### src/rtl/step_seq_arb_pkg.sv
// Shared definitions for the step sequencer arbiter.
//   state_t  : controller FSM states (IDLE / RUN / DONE)
//   POS_W    : width of the modulo-4 position
//   STEP_W   : width of a requester's step count
//   PRESC_W  : width of the step prescaler (holds STEP_DIV-1, STEP_DIV <= 16)
package step_seq_arb_pkg;

    localparam int POS_W   = 2;
    localparam int STEP_W  = 4;
    localparam int PRESC_W = 4;

    typedef enum logic [1:0] {
        IDLE = 2'd0,
        RUN  = 2'd1,
        DONE = 2'd2
    } state_t;

endpackage

### src/rtl/step_seq_arb_mod4.sv
// mod4_updown: modulo-4 up/down position register.
//   clock : rising-edge clock
//   reset : synchronous, active-low; clears pos to 0
//   en    : advance one position this edge
//   up    : 1 = +1 (3 wraps to 0), 0 = -1 (0 wraps to 3)
//   pos   : current position
module mod4_updown
    import step_seq_arb_pkg::*;
(
    input  logic             clock,
    input  logic             reset,
    input  logic             en,
    input  logic             up,
    output logic [POS_W-1:0] pos
);

    logic [POS_W-1:0] pos_q, pos_d;

    // Wrap comes for free from the 2-bit arithmetic.
    always_comb begin
        pos_d = pos_q;
        if (en) begin
            pos_d = up ? (pos_q + POS_W'(1)) : (pos_q - POS_W'(1));
        end
    end

    always_ff @(posedge clock) begin
        if (!reset) pos_q <= '0;
        else        pos_q <= pos_d;
    end

    assign pos = pos_q;

endmodule

### src/rtl/step_seq_arb.sv
// step_seq_arb: two-requester round-robin arbiter driving a stepped
// modulo-4 position. The winner's direction and step count are latched at
// grant; one step is executed every STEP_DIV cycles until the count is used.
//   clock      : rising-edge clock
//   reset      : synchronous, active-low
//   req[1:0]   : step requests, bit i = requester i
//   dir[1:0]   : per-requester direction, 1 = up, 0 = down
//   steps0/1   : step counts, sampled at grant
//   gnt[1:0]   : one-hot grant
//   busy       : FSM not IDLE
//   done[1:0]  : one-cycle completion pulse to the granted requester
//   step_pulse : one-cycle strobe per executed step (aligned with position)
//   position   : current modulo-4 position
// Build option: define STEP_ABORT_EN to abort a run when the granted
// requester drops its req (no done pulse, steps already taken are kept).
module step_seq_arb
    import step_seq_arb_pkg::*;
#(
    parameter int STEP_DIV = 4
) (
    input  logic              clock,
    input  logic              reset,
    input  logic [1:0]        req,
    input  logic [1:0]        dir,
    input  logic [STEP_W-1:0] steps0,
    input  logic [STEP_W-1:0] steps1,
    output logic [1:0]        gnt,
    output logic              busy,
    output logic [1:0]        done,
    output logic              step_pulse,
    output logic [POS_W-1:0]  position
);

    localparam logic [PRESC_W-1:0] PRESC_LOAD = PRESC_W'(STEP_DIV - 1);

    state_t              state_q, state_d;
    logic [1:0]          gnt_q, gnt_d;
    logic                last_q, last_d;    // index of most recently granted requester
    logic                dir_q, dir_d;
    logic [STEP_W-1:0]   rem_q, rem_d;
    logic [PRESC_W-1:0]  presc_q, presc_d;
    logic                step_q, step_d;

    logic win;
    logic any_req;
    logic abort;
    logic step_now;

    // Round-robin: on contention the requester not granted last wins.
    always_comb begin
        any_req = |req;
        if (req == 2'b11) win = ~last_q;
        else              win = req[1];
    end

`ifdef STEP_ABORT_EN
    assign abort = (state_q == RUN) && ((req & gnt_q) == 2'b00);
`else
    assign abort = 1'b0;
`endif

    // A zero latched count never steps; it just falls through to DONE.
    assign step_now = (state_q == RUN) && !abort && (rem_q != '0) && (presc_q == '0);

    // State register (and datapath flops)
    always_ff @(posedge clock) begin
        if (!reset) begin
            state_q <= IDLE;
            gnt_q   <= '0;
            last_q  <= 1'b1;   // so requester 0 takes the first contested grant
            dir_q   <= 1'b0;
            rem_q   <= '0;
            presc_q <= '0;
            step_q  <= 1'b0;
        end else begin
            state_q <= state_d;
            gnt_q   <= gnt_d;
            last_q  <= last_d;
            dir_q   <= dir_d;
            rem_q   <= rem_d;
            presc_q <= presc_d;
            step_q  <= step_d;
        end
    end

    // Next-state logic
    always_comb begin
        state_d = state_q;
        case (state_q)
            IDLE: if (any_req) state_d = RUN;
            RUN: begin
                if (abort)                           state_d = IDLE;
                else if (rem_q == '0)                state_d = DONE;
                else if (step_now && rem_q == STEP_W'(1)) state_d = DONE;
            end
            DONE:    state_d = IDLE;
            default: state_d = IDLE;
        endcase
    end

    // Grant, latch and prescaler updates
    always_comb begin
        gnt_d   = gnt_q;
        last_d  = last_q;
        dir_d   = dir_q;
        rem_d   = rem_q;
        presc_d = presc_q;
        // Registered so the strobe appears in the same cycle as the new position.
        step_d  = step_now;
        if (state_q == IDLE && any_req) begin
            gnt_d   = win ? 2'b10 : 2'b01;
            last_d  = win;
            dir_d   = dir[win];
            rem_d   = win ? steps1 : steps0;
            presc_d = PRESC_LOAD;
        end else if (state_q == RUN && !abort) begin
            presc_d = (presc_q == '0) ? PRESC_LOAD : (presc_q - PRESC_W'(1));
            if (step_now) rem_d = rem_q - STEP_W'(1);
        end
        if (state_d == IDLE) gnt_d = '0;
    end

    // Outputs
    always_comb begin
        gnt        = gnt_q;
        busy       = (state_q != IDLE);
        done       = (state_q == DONE) ? gnt_q : 2'b00;
        step_pulse = step_q;
    end

    mod4_updown u_pos (
        .clock (clock),
        .reset (reset),
        .en    (step_now),
        .up    (dir_q),
        .pos   (position)
    );

endmodule

### config.mk
export PLATFORM = sky130hd
export DESIGN_NAME = step_seq_arb
export DESIGN_NICKNAME = d
export VERILOG_FILES = /design/src/rtl/step_seq_arb_pkg.sv /design/src/rtl/step_seq_arb_mod4.sv /design/src/rtl/step_seq_arb.sv
export SDC_FILE = /design/constraint.sdc
export NUM_CORES = 1
export LEC_CHECK = 0
export CAP_MARGIN = 5
export CORE_MARGIN = 3
export CORE_UTILIZATION = 30
export DETAILED_ROUTE_END_ITERATION = 7
export GPL_ROUTABILITY_DRIVEN = 0
export PLACE_DENSITY_LB_ADDON = 0.1
export SYNTH_ARGS = -nofsm -noshare
export SYNTH_HDL_FRONTEND = slang
export SYNTH_SLANG_ARGS = --single-unit
### constraint.sdc
create_clock -name clock -period 4.6 [get_ports clock]
set_clock_uncertainty 0.1 [all_clocks]
set_input_delay 0.92 -clock clock [delete_from_list [all_inputs] [get_ports clock]]
set_output_delay 0.92 -clock clock [all_outputs]
set_load 0.01 [all_outputs]
==> metrics.cfg, run 1 <==
[pwr]
p_seq_frac = 0.434
clkPwrFrac = 0.188
p_per_area_nw_per_um2 = 372
sw_frac_of_total = 0.362
power_leakage_nw = 0.459
combPwrFrac = 0.378
internal_power_mw = 0.284
vdd_drop_max_mv = 0.225
switchingPower_mw = 0.161

[clock_network]
cts_sinks = 17
cts-resized-gates = 0
post-cts-setup-buffers = 0
cts.clk_slew.worst_paths_ns = 0.11
clk_latency_ns = 0.30
cts_hold_buf = 0
cts_buffers = 3
htreeDepth = 1
cts.path.max_buffers = 2
cts_tree = yes
clockRootBuffer = clkbuf_4

[setup_path]
critPathLaunch = state_q[0]
rrSetupSlack_ns = 2.62
worst-path-max-fanout = 10
cpPeakStageDelay_ns = 0.55
crit_required_ns = 3.58
critPathTopFamily = buffers and inverters
crit_end = busy
start_kind = flop
slowest_stage = clkdlybuf4s50_1
critPathBufInv = 2
cp_cell_sequence = nor2_1 > inv_2 > clkdlybuf4s50_1
cp.depth = 3
r2r_cells = 6
critPathKind = reg -> out
crit_arrival_ns = 1.63
r2r-end = u_pos.pos[0]
r2r_start = presc_q[0]
endpoint_kind = output pin

[worst_hold_path]
min_path_type = reg -> reg

[sta]
hold_viol_final = 0
slew_headroom = 0.672
worstMarginPinSlew_ns = 0.491
report.final.slew_viol_count = 0
max_freq_mhz = 377
setup_viol = 0
rsz0062_at_grt = false
post-route-min-period_ns = 2.65
totalNegativeSetupSlack_ns = 0
hold-worst-slack_ns = 0.428
setup_ws_ns = 1.95
finalCritPeriodShare = 0.577

[finish]
antennaDiodeCount = 0
syn2layout_area_growth_pct = 28.0
final_nets = 143
finish.utilization = 0.419
drive_above_1_share = 0.128

[synth]
synth_common_cells = dfxtp_1, nand2_1, nor2_1, a21oi_1
synth_top_flop_cell = dfxtp_1
syn_area_per_cell_um2 = 9.07
synthTopCellsByArea = dfxtp_1, nand2_1, ha_1
syn_area_um2 = 935
yosysSeqAreaShare = 0.364
synth_edf_count = 0
ys_types = 41
yosysTopAreaCellShare = 0.364
ys_warn_count = 0
synthMostInstantiatedCell = dfxtp_1
synthArstFlopShare = 0
syn-num-nets = 120
ys_ff_latch = 17
synthesis.instances = 103
post-synth-top-area-cell = dfxtp_1

[job]
maxCapViolations = 0

[routing]
num_vias = 815
wl_um = 2020
drt_iter0_markers = 14
drc_errors = 0
via_per_inst = 5.22
dr.pass1.iters = 4
ant_nets = 0
wl_per_cell_um = 13.0

[die]
die_area_um2 = 3820
initial_core_util = 0.328
core_um2 = 2850
rows = 19
die_x_um = 61.8
ioPinCount = 22
die_h_um = 61.8

[grt]
grt_usage = 0.124
first_global_vias = 810
grt_max_degree = 15
grt_pass1_wl_um = 3530
grt_overflow = 0
grt_antenna_before_repair = 0

[placement]
dp_slack_ns = 1.96
hpwlAfterDp_um = 1550
port_buffers = 21

[status]
status = finished clean

-- per-layer routing --
layer / vias to the layer above / global-route usage / share of wire
li1: 418 / - / -
met3: 2 / 0.0393 / 0.042
met4: 0 / 0.0273 / 0.0059
met1: 381 / 0.159 / 0.51
met5: - / 0 / 0
met2: 14 / 0.205 / 0.44
-- kinds of logic (layout without fill, tap and decap cells) --
logic type	Yosys count	count (layout)	synth area share
adders and majority gates	3	3	0.0402
AOI/OAI and AO/OA	25	25	0.195
xor gates and xnor gates	4	4	0.0375
buffers and inverters	8	30	0.0361
and+or+nand+nor	42	42	0.282
DFF	17	17	0.364
muxes	4	4	0.0442
-- power groups by stage --
stage          Clock [mW]  Combinational (mW)  Sequential (mW)
5_1_grt            0.0931               0.189            0.198
2_1_floorplan           0               0.122            0.191
6_report           0.0834               0.168            0.193
3_3_place_gp            0               0.168            0.197
4_1_cts            0.0869               0.170            0.193
3_5_place_dp            0               0.169            0.197
-- through the flow --
| step | area (um^2) | cells | power [mW] |
|---|---|---|---|
| 6_report | 1200 | 156 | 0.444 |
| 5_1_grt | 1200 | 156 | 0.480 |
| 4_1_cts | 1200 | 156 | 0.450 |
| 3_5_place_dp | 1170 | 152 | 0.366 |
| 3_3_place_gp | 1170 | 152 | 0.365 |
| 2_1_floorplan | 935 | 103 | 0.312 |
-- worst min path at each step --
stage	start	to	slack, ns	cells past startpoint
after global placement	presc_q[2]	presc_q[2]	0.40	2
after detailed placement	presc_q[2]	presc_q[2]	0.41	2
final	presc_q[2]	presc_q[2]	0.43	2
after CTS	presc_q[2]	presc_q[2]	0.43	2
after floorplan	presc_q[2]	presc_q[2]	0.38	2
after global routing	last_q	last_q	0.46	2
-- layout by cell type, fill, tap and decap left out, types with 2 or more instances in the layout --
master,Yosys,routed
nand2_1,11,11
o221a_1,2,2
inv_1,4,4
ha_1,3,3
and3b_1,2,2
and2_1,2,2
nor4_2,2,2
nor2b_1,2,2
clkbuf_4,0,3
dfxtp_1,17,17
clkdlybuf4s50_1,0,21
xnor2_1,3,3
o21ai_1,4,4
a21oi_1,7,7
a21boi_1,2,2
mux2i_1,3,3
nor4_1,2,2
nand2b_1,2,2
a32oi_1,2,2
nor2_1,8,8
nor3b_2,2,2
-- state kept, by name, indices dropped and copies added, names as in the netlist --
name	count
state_q	2
step_pulse	1
u_pos.pos	2
dir_q	1
presc_q	4
gnt	2
last_q	1
rem_q	4
-- cell type report --
type	instances	area, um^2
clock inverters	1	5.00
well taps	31	38.8
multi-input cells	78	561
flip-flops and latches	17	340
inverters	5	18.8
repair buffers	21	210
clock buffers	3	22.5
fillers	295	1660
-- worst reg2reg max path: cells and delay by family (launching register included) --
family	cells	cell delay (ns)
xor+xnor	1	0.12
fa+ha+maj	1	0.23
buf+inv	1	0.06
flops	1	0.35
simple gates	3	1.02
(Power assumes the default switching activity.)
==> run 2, diff against run 1 <==
==> constraint.sdc (replaced) <==
create_clock -name clock -period 2.51 [get_ports clock]
set_clock_uncertainty 0.1 [all_clocks]
set_input_delay 0.502 -clock clock [delete_from_list [all_inputs] [get_ports clock]]
set_output_delay 0.502 -clock clock [all_outputs]
set_load 0.01 [all_outputs]
==> run 2 against run 1 <==
Sequential share of layout area barely moved; largest power group unchanged; design area decreased by 0.10%; wire length increased by 1.9%; sequential cell count unchanged; die area is the same.
==> metrics.cfg, run 2 (synthesis gave the netlist of run 1 again) <==
[status]
status = finished clean

[setup_path]
r2r_cells = 6  ; unchanged
start_kind = flop
rrSetupSlack_ns = 0.53  ; -2.09 ns
critPathLaunch = state_q[0]
endpoint_kind = output pin
cp_cell_sequence = nor2_1 > inv_2 > clkdlybuf4s50_1
crit_end = busy
critPathKind = reg -> out
slowest_stage = clkdlybuf4s50_1
r2r_start = presc_q[0]
r2r-end = u_pos.pos[0]
crit_arrival_ns = 1.62  ; about the same
worst-path-max-fanout = 10  ; unchanged
crit_required_ns = 1.91  ; -1.67 ns
cpPeakStageDelay_ns = 0.54  ; about the same

[sta]
worstMarginPinSlew_ns = 0.508  ; +0.0168 ns
finalCritPeriodShare = 0.885
rsz0062_at_grt = false
hold-worst-slack_ns = 0.421  ; -0.00736 ns
setup_viol = 0  ; unchanged
hold_viol_final = 0  ; unchanged
slew_headroom = 0.661  ; -0.0112
max_freq_mhz = 450
totalNegativeSetupSlack_ns = 0  ; unchanged
report.final.slew_viol_count = 0  ; unchanged
post-route-min-period_ns = 2.22
setup_ws_ns = 0.288  ; -1.66 ns

[die]
die_area_um2 = 3820  ; unchanged
core_um2 = 2850  ; unchanged
ioPinCount = 22  ; unchanged
initial_core_util = 0.328  ; unchanged
die_h_um = 61.8  ; unchanged
die_x_um = 61.8  ; unchanged
rows = 19  ; unchanged

[routing]
drt_iter0_markers = 16  ; +2
drc_errors = 0  ; unchanged
dr.pass1.iters = 4  ; unchanged
wl_per_cell_um = 13.2  ; +1.9%
via_per_inst = 5.22  ; unchanged
ant_nets = 0  ; unchanged
num_vias = 815  ; unchanged
wl_um = 2060  ; +1.9%

[finish]
seq_area_um2 = 340  ; unchanged
fillers = 302  ; +2.4%
reg.largest.list = presc_q (4), rem_q (4)
finish.utilization = 0.419  ; -0.000438
drive_above_1_share = 0.120  ; -0.00800
multi_input_area_um2 = 561  ; unchanged
final_cell_count_no_fill = 156  ; unchanged
antennaDiodeCount = 0  ; unchanged
syn2layout_area_growth_pct = 27.8
most-common-layout-cells = clkdlybuf4s50_1, dfxtp_1, nand2_1
layout_commonest_cell = clkdlybuf4s50_1
final_nets = 143  ; unchanged

[placement]
dp_cells = 152  ; unchanged
port_buffers = 21  ; unchanged
hpwlAfterDp_um = 1530  ; -1.0%
dp_slack_ns = 0.289  ; -1.67 ns

[pwr]
vdd_drop_max_mv = 0.305  ; +36%
power_leakage_nw = 0.456  ; -0.59%
p_per_area_nw_per_um2 = 680  ; +83%

[clock_network]
clockRootBuffer = clkbuf_4
cts_tree = yes
htreeDepth = 1  ; unchanged
post-cts-setup-buffers = 0  ; unchanged
cts.path.max_buffers = 2  ; unchanged
cts_buffers = 3  ; unchanged
cts.clk_slew.worst_paths_ns = 0.10  ; about the same
cts_hold_buf = 0  ; unchanged
cts_sinks = 17  ; unchanged
clk_latency_ns = 0.29  ; about the same
cts-resized-gates = 0  ; unchanged

[grt]
grt_max_degree = 15  ; unchanged
grt_usage = 0.129  ; +0.00461
grt_pass1_wl_um = 3660  ; +3.7%
first_global_vias = 854  ; +5.4%
grt_overflow = 0  ; unchanged
grt_antenna_before_repair = 0  ; unchanged

[job]
maxCapViolations = 0  ; unchanged

[worst_hold_path]
min_path_type = reg -> reg

==> run 2: cell count changes in the layout (fill, tap and decap cells not counted) <==
cell,change
clkinv_2,-1
clkbuf_1,+1
==> run 2: power breakdown <==
group | internal (mW) | switching (mW)
Combinational | 0.151 | 0.157
Clock | 0.0618 | 0.0879
Sequential | 0.310 | 0.0449
Total | 0.523 | 0.290
==> run 2: area by class of cell <==
| type | count | share of cell area |
|---|---|---|
| Clock buffer | 4 | 0.0220 |
| Multi-Input combinational cell | 78 | 0.469 |
| Sequential cell | 17 | 0.285 |
| Inverter | 5 | 0.0157 |
| Tap cell | 31 | 0.0325 |
| Timing Repair Buffer | 21 | 0.176 |
==> run 2: how the worst min path moves through the flow <==
stage | depth (start not counted) | to | slack (ns) | from
floorplan | 2 | presc_q[2] | 0.38 | presc_q[2]
global placement | 2 | presc_q[2] | 0.40 | presc_q[2]
detailed placement | 2 | last_q | 0.40 | last_q
CTS | 2 | last_q | 0.42 | last_q
global route | 2 | last_q | 0.47 | last_q
finish | 2 | last_q | 0.42 | last_q
==> run 2: layer usage <==
metal,routed length (um),vias to the layer above,track usage
li1,-,416,-
met1,1020,378,0.153
met2,911,17,0.218
met3,97,4,0.0393
met4,28,0,0.0485
met5,0,-,0
==> run 2: through the flow <==
| stage | cell area (um^2) | power (mW) |
|---|---|---|
| floorplan | 935 | 0.572 |
| global placement | 1170 | 0.669 |
| detailed placement | 1170 | 0.670 |
| CTS | 1190 | 0.825 |
| global route | 1190 | 0.875 |
| finish | 1190 | 0.812 |
==> run 2: critical path: cells and delay by family (launching register included) <==
kind                   cells  cell delay, ns
buffers and inverters      2            0.65
DFF                        1            0.51
and+or+nand+nor            1            0.16
==> run 3, diff against run 2 <==
--- a/config.mk
+++ b/config.mk
@@ -8,6 +8,7 @@
 export CAP_MARGIN = 5
 export CORE_MARGIN = 3
 export CORE_UTILIZATION = 30
+export CTS_CLUSTER_SIZE = 30
 export DETAILED_ROUTE_END_ITERATION = 7
 export GPL_ROUTABILITY_DRIVEN = 0
 export PLACE_DENSITY_LB_ADDON = 0.1
==> results of run 3 <==
No change in the layout: final DEF, timing and power equal those of run 2.
==> edit (settings of run 3) <==
The 3 states of `state_t` get a one-hot encoding in 3 bits.
--- a/src/rtl/step_seq_arb_pkg.sv
+++ b/src/rtl/step_seq_arb_pkg.sv
@@ -9,10 +9,10 @@
     localparam int STEP_W  = 4;
     localparam int PRESC_W = 4;
 
-    typedef enum logic [1:0] {
-        IDLE = 2'd0,
-        RUN  = 2'd1,
-        DONE = 2'd2
+    typedef enum logic [2:0] {
+        IDLE = 3'b001,
+        RUN  = 3'b010,
+        DONE = 3'b100
     } state_t;
 
 endpackage
Behaviour: no difference found for any inputs over 10 cycles, from zero or initial values and one cycle with reset low; not proved beyond that.
==> edit against run 3 <==
Via count up 1.2%. Setup slack improved by 8.3 ps. Combinational power increased by 26%. Sequential cell count is 1 higher. Routed wire length grew 5.0%. Sequential share of layout area is 0.79 points higher. Power increased by 16%. Synthesized area up 1.7%. Design area rose by 3.0%. Critical path type unchanged. Highest routed layer unchanged.
==> edit: results (changes against run 3) <==
stage;metric;value;unit;change
run_status;status;finished clean;;
drt;avgViaCountPerCell;4.882;;-6.6%
place;dp_cells;165;;+8.6%
yosys;synth_common_cells;dfxtp_1, a21oi_1, nor2_1;;
global_route;grt_max_degree;14;;-1
place;port_buffers;21;;unchanged
setup_path;r2r_start;presc_q[0];;
global_route;antenna_found_initial;0;;unchanged
power_and_ir_drop;p_leak;0.4750;nW;+4.1%
place;dp_hpwl;1595;um;+4.1%
yosys;synth-seq-area-share;37.89;%;+1.5 points
place;placed_cell_area;1195;sq um;+2.2%
yosys;avgSynthCellArea;9.056;sq um;-0.20%
place;place_ws;318.4;ps;+29.78 ps
layout;finalNonFillerCells;169;;+8.3%
clocking;clockBufferDepth;2;;unchanged
min_path;whs_path_depth;1;;-1
yosys;synthTopCellsByArea;dfxtp_1, a21oi_1, ha_1;;
layout;antenna-diode-count;0;;unchanged
layout;fill_cells;295;;-2.3%
global_route;first_global_vias;809;;-5.3%
setup_path;r2r-end;rem_q[3];;
layout;fin_nets;145;;+1.4%
timing;worst_pin_slew;369.1;ps;-138.5 ps
drt;wl;2164;um;+5.0%
timing;timing.hold.ws;415.7;ps;-5.123 ps
setup_path;reg2reg_setup_slack;550;ps;+20 ps
global_route;grt_pass1_wl;3525;um;-3.6%
yosys;synthesis.nets;122;;+1.7%
yosys;ys_warn_count;0;;unchanged
yosys;synth_cell_types;34;;-17%
clocking;cts_setup_buffers;0;;unchanged
global_route;track_usage;11.20;%;-1.7 points
layout;top_regs;presc_q: 4 flops, rem_q: 4 flops, state_q: 3 flops;;
power_and_ir_drop;ir_worst_vdd;0.3376;mV;+11%
power_and_ir_drop;p_int;606.8;uW;+16%
drt;drt_iter0_markers;53;;+37
layout;layout-drive-gt1-share;11.81;%;-0.19 points
-- edit: how the worst max path moves through the flow --
stage                          start  endpoint  slack [ps]
after floorplan             rem_q[0]  rem_q[0]         790
after global placement        req[1]  rem_q[3]         400
after detailed placement      req[0]  rem_q[3]         320
after CTS                 state_q[0]      busy         270
after global routing      state_q[0]      busy         190
final                     state_q[0]      busy         300
-- edit: metal layers --
layer / vias to the layer above / wire (um) / GRT usage, % / share of wire [%]
met1: 376 / 1052 / 13.31 / 49
met4: 0 / 13 / 5.785 / 0.60
met2: 19 / 996 / 19.09 / 46
met5: - / 0 / 0 / 0
li1: 428 / - / - / -
met3: 2 / 102 / 2.162 / 4.7
-- edit: power by group through the flow --
stage | logic [mW] | clock network [mW] | registers, mW
floorplan | 0.290 | 0 | 0.376
global placement | 0.386 | 0 | 0.383
detailed placement | 0.387 | 0 | 0.384
CTS | 0.389 | 0.189 | 0.377
global route | 0.435 | 0.198 | 0.386
finish | 0.388 | 0.181 | 0.377
-- edit: cells by family (layout without fill, tap and decap cells) --
kind of cell / after synthesis / count (layout) / share of synthesized area [%]
simple gates: 42 / 42 / 28.55
compound gates: 25 / 25 / 18.68
flops: 18 / 18 / 37.90
buf+inv: 12 / 34 / 6.316
xor+xnor: 5 / 5 / 4.606
fa+ha+maj: 3 / 3 / 3.948
-- edit: cell type report --
type	count	area (sq um)	area share, %
Multi-Input combinational cell	75	530.5	43.09
Inverter	7	26.28	2.134
Sequential cell	18	360.3	29.27
Timing Repair Buffer	23	225.2	18.29
Tap cell	42	52.55	4.268
Clock buffer	4	36.28	2.947
-- edit: worst max-delay path, cell delays in order (launching register included) --
cell             delay (ps)
dfxtp_1                 390
nor3b_4                 380
inv_1                    70
clkdlybuf4s50_1         480
